**config.mk**
```make
export PLATFORM = sky130hd
export DESIGN_NAME = hazard_stall_unit_flat
export DESIGN_NICKNAME = d
export VERILOG_FILES = /design/src/rtl/hazard_stall_unit_if.sv /design/src/rtl/hazard_stall_unit.sv /design/src/flat_wrapper.sv
export SDC_FILE = /design/constraint.sdc
export NUM_CORES = 1
export LEC_CHECK = 0
export ABC_CLOCK_PERIOD_IN_PS = 4800
export CELL_PAD_IN_SITES_DETAIL_PLACEMENT = 1
export CELL_PAD_IN_SITES_GLOBAL_PLACEMENT = 1
export CORE_UTILIZATION = 32
export CTS_BUF_LIST = sky130_fd_sc_hd__clkbuf_8
export CTS_CLUSTER_DIAMETER = 60
export DETAILED_ROUTE_END_ITERATION = 7
export PLACE_DENSITY = 0.88
export SLEW_MARGIN = 10
export SYNTH_ARGS = -nofsm -noshare
export SYNTH_HDL_FRONTEND = slang
export SYNTH_SLANG_ARGS = --single-unit
```
**constraint.sdc**
```tcl
create_clock -name i_clk -period 4.8 [get_ports i_clk]
set_input_delay 1.44 -clock i_clk [delete_from_list [all_inputs] [get_ports i_clk]]
set_output_delay 1.44 -clock i_clk [all_outputs]
set_load 0.05 [all_outputs]
```
**src/rtl/hazard_stall_unit_if.sv**
```systemverilog
// Signal bundle between the 5-stage pipeline and hazard_stall_unit.
// master = pipeline side (hazard sources), slave = the stall/flush controller.
interface hazard_stall_unit_if #(
    parameter int unsigned CNT_W = 32
);
    // ID-stage instruction
    logic [4:0]       ifid_rs1;
    logic [4:0]       ifid_rs2;
    logic             ifid_uses_rs1;
    logic             ifid_uses_rs2;
    logic             ifid_is_store;
    // EX-stage instruction and branch resolution
    logic [4:0]       idex_rd;
    logic             idex_mem_to_reg;
    logic             branch_taken;
    // MEM-stage data memory handshake
    logic             dmem_req;
    logic             dmem_ready;
    // Stage controls
    logic             pc_en;
    logic             ifid_en;
    logic             idex_en;
    logic             exmem_en;
    logic             memwb_en;
    logic             ifid_flush;
    logic             idex_flush;
    // Status and performance
    logic [1:0]       state;
    logic             mem_timeout;
    logic [CNT_W-1:0] lu_cnt;
    logic [CNT_W-1:0] mem_cnt;
    logic [CNT_W-1:0] flush_cnt;

    modport master (
        output ifid_rs1, ifid_rs2, ifid_uses_rs1, ifid_uses_rs2, ifid_is_store,
        output idex_rd, idex_mem_to_reg, branch_taken, dmem_req, dmem_ready,
        input  pc_en, ifid_en, idex_en, exmem_en, memwb_en, ifid_flush, idex_flush,
        input  state, mem_timeout, lu_cnt, mem_cnt, flush_cnt
    );

    modport slave (
        input  ifid_rs1, ifid_rs2, ifid_uses_rs1, ifid_uses_rs2, ifid_is_store,
        input  idex_rd, idex_mem_to_reg, branch_taken, dmem_req, dmem_ready,
        output pc_en, ifid_en, idex_en, exmem_en, memwb_en, ifid_flush, idex_flush,
        output state, mem_timeout, lu_cnt, mem_cnt, flush_cnt
    );
endinterface

```
**src/rtl/hazard_stall_unit.sv**
```systemverilog
// Stall/flush controller for the 5-stage RV64 pipeline: load-use, data-memory wait, branch squash.
// Optional perf counters are built when HAZARD_PERF_CNT_EN is defined.
module hazard_stall_unit #(
    parameter int unsigned MEM_TIMEOUT = 255,
    // Must match the CNT_W of the connected interface instance.
    parameter int unsigned CNT_W       = 32
) (
    input  logic                i_clk,
    input  logic                i_rst,
    hazard_stall_unit_if.slave  bus
);

    typedef enum logic [1:0] {
        StRun     = 2'd0,
        StLuStall = 2'd1,
        StMemWait = 2'd2,
        StFlush   = 2'd3
    } state_e;

    // MEM_TIMEOUT larger than the counter range is truncated to CNT_W bits.
    localparam logic [CNT_W-1:0] TimeoutVal = CNT_W'(MEM_TIMEOUT);
    localparam logic [CNT_W-1:0] CntOne     = CNT_W'(1);

    state_e           state_q, state_d;
    logic             mem_wait;
    logic             hit1, hit2;
    logic             lu_hazard;
    logic [CNT_W-1:0] wd_q, wd_d;
    logic             timeout_q, timeout_d;

    assign mem_wait  = bus.dmem_req & ~bus.dmem_ready;
    assign hit1      = bus.ifid_uses_rs1 & (bus.ifid_rs1 == bus.idex_rd);
    // Store data is bypassed in MEM, so an rs2-only dependency of a store never stalls.
    assign hit2      = bus.ifid_uses_rs2 & (bus.ifid_rs2 == bus.idex_rd) & ~bus.ifid_is_store;
    assign lu_hazard = bus.idex_mem_to_reg & (bus.idex_rd != 5'd0) & (hit1 | hit2);

    // Cause of the current cycle, highest priority first.
    always_comb begin
        state_d = StRun;
        if (mem_wait) begin
            state_d = StMemWait;
        end else if (bus.branch_taken) begin
            state_d = StFlush;
        end else if (lu_hazard) begin
            state_d = StLuStall;
        end
    end

    // Stage controls are combinational from the current cause.
    always_comb begin
        bus.pc_en      = 1'b1;
        bus.ifid_en    = 1'b1;
        bus.idex_en    = 1'b1;
        bus.exmem_en   = 1'b1;
        bus.memwb_en   = 1'b1;
        bus.ifid_flush = 1'b0;
        bus.idex_flush = 1'b0;
        if (i_rst) begin
            bus.pc_en      = 1'b0;
            bus.ifid_en    = 1'b0;
            bus.idex_en    = 1'b0;
            bus.exmem_en   = 1'b0;
            bus.memwb_en   = 1'b0;
            bus.ifid_flush = 1'b1;
            bus.idex_flush = 1'b1;
        end else begin
            unique case (state_d)
                StMemWait: begin
                    // Freeze everything, MEM/WB included, so forwarding sources hold still.
                    bus.pc_en    = 1'b0;
                    bus.ifid_en  = 1'b0;
                    bus.idex_en  = 1'b0;
                    bus.exmem_en = 1'b0;
                    bus.memwb_en = 1'b0;
                end
                StFlush: begin
                    bus.ifid_flush = 1'b1;
                    bus.idex_flush = 1'b1;
                end
                StLuStall: begin
                    bus.pc_en      = 1'b0;
                    bus.ifid_en    = 1'b0;
                    bus.idex_flush = 1'b1;
                end
                default: ;
            endcase
        end
    end

    // Watchdog saturates at the threshold; the sticky flag holds until reset.
    always_comb begin
        wd_d = '0;
        if (mem_wait) begin
            wd_d = (wd_q == TimeoutVal) ? wd_q : wd_q + CntOne;
        end
        timeout_d = timeout_q | (mem_wait & (wd_d == TimeoutVal));
    end

    always_ff @(posedge i_clk or posedge i_rst) begin
        if (i_rst) begin
            state_q   <= StRun;
            wd_q      <= '0;
            timeout_q <= 1'b0;
        end else begin
            state_q   <= state_d;
            wd_q      <= wd_d;
            timeout_q <= timeout_d;
        end
    end

    assign bus.state       = state_q;
    assign bus.mem_timeout = timeout_q;

`ifdef HAZARD_PERF_CNT_EN
    logic [CNT_W-1:0] lu_cnt_q, mem_cnt_q, flush_cnt_q;

    // Saturating cycle counters per stall cause.
    always_ff @(posedge i_clk or posedge i_rst) begin
        if (i_rst) begin
            lu_cnt_q    <= '0;
            mem_cnt_q   <= '0;
            flush_cnt_q <= '0;
        end else begin
            if ((state_d == StLuStall) && (lu_cnt_q != '1)) begin
                lu_cnt_q <= lu_cnt_q + CntOne;
            end
            if ((state_d == StMemWait) && (mem_cnt_q != '1)) begin
                mem_cnt_q <= mem_cnt_q + CntOne;
            end
            if ((state_d == StFlush) && (flush_cnt_q != '1)) begin
                flush_cnt_q <= flush_cnt_q + CntOne;
            end
        end
    end

    assign bus.lu_cnt    = lu_cnt_q;
    assign bus.mem_cnt   = mem_cnt_q;
    assign bus.flush_cnt = flush_cnt_q;
`else
    assign bus.lu_cnt    = '0;
    assign bus.mem_cnt   = '0;
    assign bus.flush_cnt = '0;
`endif

endmodule
```
**src/flat_wrapper.sv**
```systemverilog
// flat-port wrapper written by rule: the top's interface ports become plain ports
module hazard_stall_unit_flat 
#(
    parameter int unsigned MEM_TIMEOUT = 255,
                                                                
    parameter int unsigned CNT_W       = 32
)
  (i_clk, i_rst, bus_ifid_rs1, bus_ifid_rs2, bus_ifid_uses_rs1, bus_ifid_uses_rs2, bus_ifid_is_store, bus_idex_rd, bus_idex_mem_to_reg, bus_branch_taken, bus_dmem_req, bus_dmem_ready, bus_pc_en, bus_ifid_en, bus_idex_en, bus_exmem_en, bus_memwb_en, bus_ifid_flush, bus_idex_flush, bus_state, bus_mem_timeout, bus_lu_cnt, bus_mem_cnt, bus_flush_cnt);
  hazard_stall_unit_if #(.CNT_W(CNT_W)) bus_i ();
  input  logic i_clk;
  input  logic i_rst;
  input wire logic [$bits(bus_i.ifid_rs1)-1:0] bus_ifid_rs1;
  input wire logic [$bits(bus_i.ifid_rs2)-1:0] bus_ifid_rs2;
  input wire logic [$bits(bus_i.ifid_uses_rs1)-1:0] bus_ifid_uses_rs1;
  input wire logic [$bits(bus_i.ifid_uses_rs2)-1:0] bus_ifid_uses_rs2;
  input wire logic [$bits(bus_i.ifid_is_store)-1:0] bus_ifid_is_store;
  input wire logic [$bits(bus_i.idex_rd)-1:0] bus_idex_rd;
  input wire logic [$bits(bus_i.idex_mem_to_reg)-1:0] bus_idex_mem_to_reg;
  input wire logic [$bits(bus_i.branch_taken)-1:0] bus_branch_taken;
  input wire logic [$bits(bus_i.dmem_req)-1:0] bus_dmem_req;
  input wire logic [$bits(bus_i.dmem_ready)-1:0] bus_dmem_ready;
  output wire logic [$bits(bus_i.pc_en)-1:0] bus_pc_en;
  output wire logic [$bits(bus_i.ifid_en)-1:0] bus_ifid_en;
  output wire logic [$bits(bus_i.idex_en)-1:0] bus_idex_en;
  output wire logic [$bits(bus_i.exmem_en)-1:0] bus_exmem_en;
  output wire logic [$bits(bus_i.memwb_en)-1:0] bus_memwb_en;
  output wire logic [$bits(bus_i.ifid_flush)-1:0] bus_ifid_flush;
  output wire logic [$bits(bus_i.idex_flush)-1:0] bus_idex_flush;
  output wire logic [$bits(bus_i.state)-1:0] bus_state;
  output wire logic [$bits(bus_i.mem_timeout)-1:0] bus_mem_timeout;
  output wire logic [$bits(bus_i.lu_cnt)-1:0] bus_lu_cnt;
  output wire logic [$bits(bus_i.mem_cnt)-1:0] bus_mem_cnt;
  output wire logic [$bits(bus_i.flush_cnt)-1:0] bus_flush_cnt;
  assign bus_i.ifid_rs1 = bus_ifid_rs1;
  assign bus_i.ifid_rs2 = bus_ifid_rs2;
  assign bus_i.ifid_uses_rs1 = bus_ifid_uses_rs1;
  assign bus_i.ifid_uses_rs2 = bus_ifid_uses_rs2;
  assign bus_i.ifid_is_store = bus_ifid_is_store;
  assign bus_i.idex_rd = bus_idex_rd;
  assign bus_i.idex_mem_to_reg = bus_idex_mem_to_reg;
  assign bus_i.branch_taken = bus_branch_taken;
  assign bus_i.dmem_req = bus_dmem_req;
  assign bus_i.dmem_ready = bus_dmem_ready;
  assign bus_pc_en = bus_i.pc_en;
  assign bus_ifid_en = bus_i.ifid_en;
  assign bus_idex_en = bus_i.idex_en;
  assign bus_exmem_en = bus_i.exmem_en;
  assign bus_memwb_en = bus_i.memwb_en;
  assign bus_ifid_flush = bus_i.ifid_flush;
  assign bus_idex_flush = bus_i.idex_flush;
  assign bus_state = bus_i.state;
  assign bus_mem_timeout = bus_i.mem_timeout;
  assign bus_lu_cnt = bus_i.lu_cnt;
  assign bus_mem_cnt = bus_i.mem_cnt;
  assign bus_flush_cnt = bus_i.flush_cnt;
  hazard_stall_unit #(.MEM_TIMEOUT(MEM_TIMEOUT), .CNT_W(CNT_W)) u_core (.i_clk(i_clk), .i_rst(i_rst), .bus(bus_i));
endmodule
```
Yosys cells after proc, flatten, opt, wreduce, memory -nomap -nowiden --
Cells that the tools add are included.
Word-level totals: register bits 35, bits of input ports 24, output and inout bits 106, logic and storage cells 38
Operators by class: add/sub/neg operators 1, eq/ne operators 7, multiplexer cells 13, bitwise operators 11, reductions and logical operators 3
Operator list (number):
- 32-bit by 8-bit equality test with 1-bit output (second input constant) | 2
- 32-bit two-way mux | 2
- 32-bit by 1-bit adder with 32-bit output (second input constant) | 1
- 5-bit equality test | 2
- 1-bit two-way mux | 9
- 1-bit AND | 7
- 5-bit nonzero test | 1
- 2-bit equality test (second input constant) | 2
- 2-bit two-way mux | 2
- 2-bit OR reduction | 2
- 2-bit by 1-bit equality test with 1-bit output (second input constant) | 1
- 1-bit NOT | 2
- 1-bit bitwise OR | 2

Longest topological paths before layout --
Gate-level depths: netlist of run 1.
depth in word-level cells 12, depth in mapped cells 10, depth with buffers taken out 8

Worst setup path after synthesis of run 1 --
OpenSTA, ideal clock, no wires.
path type input-to-output, start in bus_dmem_ready, end out bus_pc_en, arrival time 3.658 ns, required time 3.360 ns, setup slack -0.298 ns, cell stages on the path 9, buffers on the path 3, cell sequence nand2b_1 > buf_2 > buf_1 > o211ai_1 > a21oi_1 > a21oi_1 > ha_1 > nor2b_1 > buf_4
Between the ends: longest elaborated chain between the ends 7, elaborated cells between the ends (all ways) 8, classes of those cells eq/ne (2); mux (3); bitwise (2); reduce/logical (1)
RTL lines:
- from (decl) | line flat_wrapper.sv:21 | input wire logic [$bits(bus_i.dmem_ready)-1:0] bus_dmem_ready;
- 1-bit NOT (*) | line hazard_stall_unit.sv:31 | assign mem_wait = bus.dmem_req & ~bus.dmem_ready;
- 1-bit AND (*) | line hazard_stall_unit.sv:31
- 2-bit two-way mux (*) | line hazard_stall_unit.sv:40 | if (mem_wait) begin
- 2-bit equality test or 2-bit by 1-bit equality test with 1-bit output (tied branches)
- 2-bit OR reduction (no line) (*)
- 1-bit two-way mux (*) (2 in a row)
- to (decl) | line flat_wrapper.sv:22 | output wire logic [$bits(bus_i.pc_en)-1:0] bus_pc_en;
Every way passes the cells marked *; elsewhere a longest branch is shown, timed or not.

Final worst setup path of run 1 --
start in bus_idex_rd[1], end out bus_pc_en
Between the ends: longest elaborated chain between the ends 12, elaborated cells between the ends (all ways) 17, classes of those cells eq/ne (4); mux (5); bitwise (6); reduce/logical (2)
RTL lines:
- from (decl) | line flat_wrapper.sv:17 | input wire logic [$bits(bus_i.idex_rd)-1:0] bus_idex_rd;
- 5-bit equality test | line hazard_stall_unit.sv:34 | assign hit2 = bus.ifid_uses_rs2 & (bus.ifid_rs2 == bus.idex_rd) & ~bus.ifid_is_store;
- 1-bit AND (2 in a row) | line hazard_stall_unit.sv:34
- 1-bit bitwise OR | line hazard_stall_unit.sv:35 | assign lu_hazard = bus.idex_mem_to_reg & (bus.idex_rd != 5'd0) & (hit1 | hit2);
- 1-bit AND (*) | line hazard_stall_unit.sv:35
- 1-bit two-way mux (*) | line hazard_stall_unit.sv:44 | end else if (lu_hazard) begin
- 2-bit two-way mux (*) | line hazard_stall_unit.sv:42 | end else if (bus.branch_taken) begin
- 2-bit two-way mux (*) | line hazard_stall_unit.sv:40
- 2-bit equality test or 2-bit by 1-bit equality test with 1-bit output (tied branches) | line hazard_stall_unit.sv:67 | unique case (state_d)
- 2-bit OR reduction (no line) (*)
- 1-bit two-way mux (*) | line hazard_stall_unit.sv:67
- 1-bit two-way mux (*) | line hazard_stall_unit.sv:58 | if (i_rst) begin
Marked as above.

==> results_dict.tcl, run 1 <==
set metrics [dict create \
    synth_edf_count 0 \
    insertion_delay_ns 0.29 \
    root_buffer "clkbuf_8" \
    p_comb_share_pct 33.2 \
    switching_power_mw 0.333 \
    cts_buffers 5 \
    wl_met3_um 422 \
    cts_setup_buffers 0 \
    fmax_mhz 212 \
    die-width_um 100 \
    fin_crit_ns 4.72 \
    vias_per_cell 4.59 \
    grt_pass1_wl_mm 11.6 \
    whs_ns 0.484 \
    grt_overflow 0 \
    powerDensity_nw_per_um2 239 \
    tns_ns 0 \
    path_cells "dlygate4sd2_1, or4_4, o211ai_1, a21oi_2, a21oi_2, ha_1, nor2b_4, buf_12" \
    area_growth_pct 8.98 \
    ioPinCount 130 \
    drt-met1-wl_mm 2.90 \
    syn_area_per_cell_um2 8.47 \
    ys_seq_area_share_pct 28.3 \
    dieHeight_um 100 \
    yosys_register_bits 35 \
    core_um2 9280 \
    clk_pin_slew_ns 0.07 \
    start_util_pct 33.3 \
    status "complete, no violations" \
    async_reset_ff_share_pct 100 \
    setup_ws_ns 0.0844 \
    leakage_nw 1.49 \
    slowest_stage "or4_4" \
    slew_headroom_pct 45.9 \
    worstMarginPinSlew_ns 0.804 \
    rsz0062_at_grt "no" \
    cts_num_sinks 35 \
    power.share.clock_pct 29.8 \
    setup_viol 0 \
    path_class "in -> out" \
    p_int_mw 0.472 \
    synth_cell_types 55 \
    grt_pass1_vias 2346 \
    drive_gt1_share_pct 10.9 \
    hold_path.class "reg -> reg" \
    drv_cap 0 \
    firstDrtPassIters 4 \
    path_common_cell "a21oi_2" \
    vias 2395 \
    num_rows 35 \
    period_share_pct 98.2 \
    synthCells 365 \
    globalRouteTotalUtil_pct 14.9 \
    p_sw_share_pct 41.4 \
    hold_viol_final 0 \
    io_buffers 33 \
    htreeDepth 2 \
    startpoint_type "input pin" \
    vdd_drop_max_v 0.0000998 \
    synthFlopType "dfrtp_1" \
    cts_hold_buf 0 \
    antenna_found_initial 0 \
    grt_max_degree 36 \
    endpoint_kind "output port" \
    gp_congestion 0.878 \
    route.met2.wl_mm 3.70 \
    worstPathRequired_ns 3.36 \
    cpPeakStageDelay_ns 0.54 \
    drc 0 \
    crit_arrival_ns 3.28 \
    p_seq_share_pct 37.0 \
    drt_wl_total_mm 7.20 \
    critPathMaxFanout 3 \
    drtIter0Drc 74 \
    slew_violations 0 \
    wl_per_cell_um 13.8 \
    yosys_warnings 0 \
    diodes 0 \
    cts_tree "yes" \
    fin_skew_ns 0.00929 \
    die_area_um2 10100 \
    place_hpwl_mm 5.58 \
    maxUsedRoutingLayer "met4" \
    nNetsFinal 418 \
    cts_buffer_depth 2 \
    ant_nets 0 \
    syn_area_um2 3090 \
    pre_cts_ws_ns -0.220 \
]
==> cell usage in the layout, fill, tap and decap left out, types with 6 or more instances in the layout <==
| cell | Yosys | layout |
|---|---|---|
| nor2_1 | 31 | 30 |
| buf_12 | 0 | 7 |
| nand4_1 | 9 | 9 |
| nand3_1 | 10 | 10 |
| clkbuf_8 | 0 | 7 |
| xor2_1 | 20 | 20 |
| inv_1 | 7 | 7 |
| nor3_1 | 13 | 13 |
| clkdlybuf4s50_1 | 0 | 14 |
| conb_1 | 1 | 96 |
| buf_4 | 99 | 6 |
| o21ai_0 | 9 | 9 |
| xnor2_1 | 12 | 12 |
| a21oi_1 | 9 | 7 |
| nand2_1 | 14 | 14 |
| nor4_1 | 13 | 12 |
| dlygate4sd2_1 | 0 | 6 |
| dfrtp_1 | 35 | 35 |
==> sequential cells by signal, indices dropped and copies added (netlist names) <==
register,flops
u_core.wd_q,32
u_core.bus.state,2
u_core.bus.mem_timeout,1
==> final timing paths <==
kind | start | to | cells after the start | slack, ns
worst max register to register | u_core.wd_q[0]$_DFF_PP0_ | u_core.bus.mem_timeout$_DFF_PP0_ | 8 | 1.65
worst min register to register | u_core.bus.mem_timeout$_DFF_PP0_ | u_core.bus.mem_timeout$_DFF_PP0_ | 2 | 0.48
worst max-delay path | bus_idex_rd[1] | bus_pc_en | 8 | 0.08
worst min-delay path | u_core.bus.mem_timeout$_DFF_PP0_ | u_core.bus.mem_timeout$_DFF_PP0_ | 2 | 0.48
min in group asynchronous | i_rst | u_core.wd_q[9]$_DFF_PP0_ | 3 | 1.81
max in group asynchronous | i_rst | u_core.wd_q[29]$_DFF_PP0_ | 3 | 2.66
==> Yosys cell counts, types with 2 or more instances <==
cell type  count  area, µm²
mux2_2         2       22.5
nand4b_1       2       17.5
a21oi_1        9       45.0
or4_1          6       45.0
a221oi_1       2       17.5
nor4_1        13       81.3
o31a_1         2       17.5
or3_1          5       31.3
ha_1           2       25.0
and4_1         2       17.5
o31ai_2        2       25.0
nor2b_1        2       12.5
dfrtp_1       35        876
nor2_1        31        116
buf_6          2       22.5
xor2_1        20        175
o21a_1         2       15.0
mux2i_1        2       20.0
a21boi_0       2       15.0
or2_2          3       18.8
o21ai_0        9       45.0
nor3_1        13       65.1
buf_4         99        743
nand4_1        9       56.3
xnor2_1       12        105
and2_1         5       31.3
nand2b_1       3       18.8
clkbuf_1       6       22.5
and3_1         4       25.0
nand3_1       10       50.1
inv_1          7       26.3
nand2_1       14       52.6
buf_2          6       30.0
==> stage by stage <==
| stage | instances | instance area [µm²] | total power, mW | util (%) |
|---|---|---|---|---|
| 3_5_place_dp | 514 | 3240 | 0.569 | 34.9 |
| 4_1_cts | 522 | 3360 | 0.809 | 36.1 |
| 3_3_place_gp | 514 | 3240 | 0.565 | 34.9 |
| 5_1_grt | 522 | 3370 | 0.837 | 36.3 |
| 6_report | 522 | 3370 | 0.806 | 36.3 |
| 2_1_floorplan | 460 | 3460 | 0.577 | - |
==> area by class of cell <==
type                            instances  area, µm²
Fill cell                            1145       5910
Multi-Input combinational cell        304       1760
Sequential cell                        35        876
Timing Repair Buffer                   39        445
Tap cell                              129        161
Clock buffer                            7       96.3
Inverter                                7       30.0
Clock inverter                          1       3.75
==> metal layers <==
layer / GRT usage [%] / vias up
li1: - / 1118
met1: 17.8 / 1164
met2: 25.9 / 100
met3: 2.58 / 13
met4: 6.91 / 0
met5: 0 / -
==> timing repair <==
| action | CTS | global route |
|---|---|---|
| endpoints found under the setup margin | 5 | 5 |
| pin swaps | 6 | 5 |
| gates resized for setup | 12 | 8 |
| hold endpoints to repair | 0 | 0 |
==> kinds of logic (layout without fill, tap and decap cells) <==
kind of cell	after synthesis	in the layout	share of synthesized area (%)
mux	4	4	1.38
simple gates	129	129	22.9
fa+ha+maj	2	2	0.809
flops	35	35	28.3
xor+xnor	32	32	9.06
buf+inv	121	54	27.4
compound gates	41	41	9.99
other cells	1	96	0.121
==> critical path: cells and delay by family <==
| family | cells | cell delay [ns] |
|---|---|---|
| AOI/OAI and AO/OA | 3 | 0.48 |
| and+or+nand+nor | 2 | 0.69 |
| buffers and inverters | 2 | 0.43 |
| adders and majority gates | 1 | 0.24 |
==> power groups by stage <==
stage | sequential (mW) | clock [mW] | combinational (mW)
after global routing | 0.298 | 0.260 | 0.278
final | 0.298 | 0.240 | 0.268
after floorplan | 0.307 | 0 | 0.269
after global placement | 0.303 | 0 | 0.262
after CTS | 0.298 | 0.245 | 0.266
after detailed placement | 0.304 | 0 | 0.265
Power figures use the tool's default switching activity.
==> inputs of run 2 (changes only) <==
--- a/config.mk
+++ b/config.mk
@@ -11,6 +11,7 @@
 export CORE_UTILIZATION = 32
 export CTS_BUF_LIST = sky130_fd_sc_hd__clkbuf_8
 export CTS_CLUSTER_DIAMETER = 60
+export CTS_CLUSTER_SIZE = 24
 export DETAILED_ROUTE_END_ITERATION = 7
 export PLACE_DENSITY = 0.88
 export SLEW_MARGIN = 10
==> results of run 2 <==
No change in the layout: final DEF, timing and power equal those of run 1.
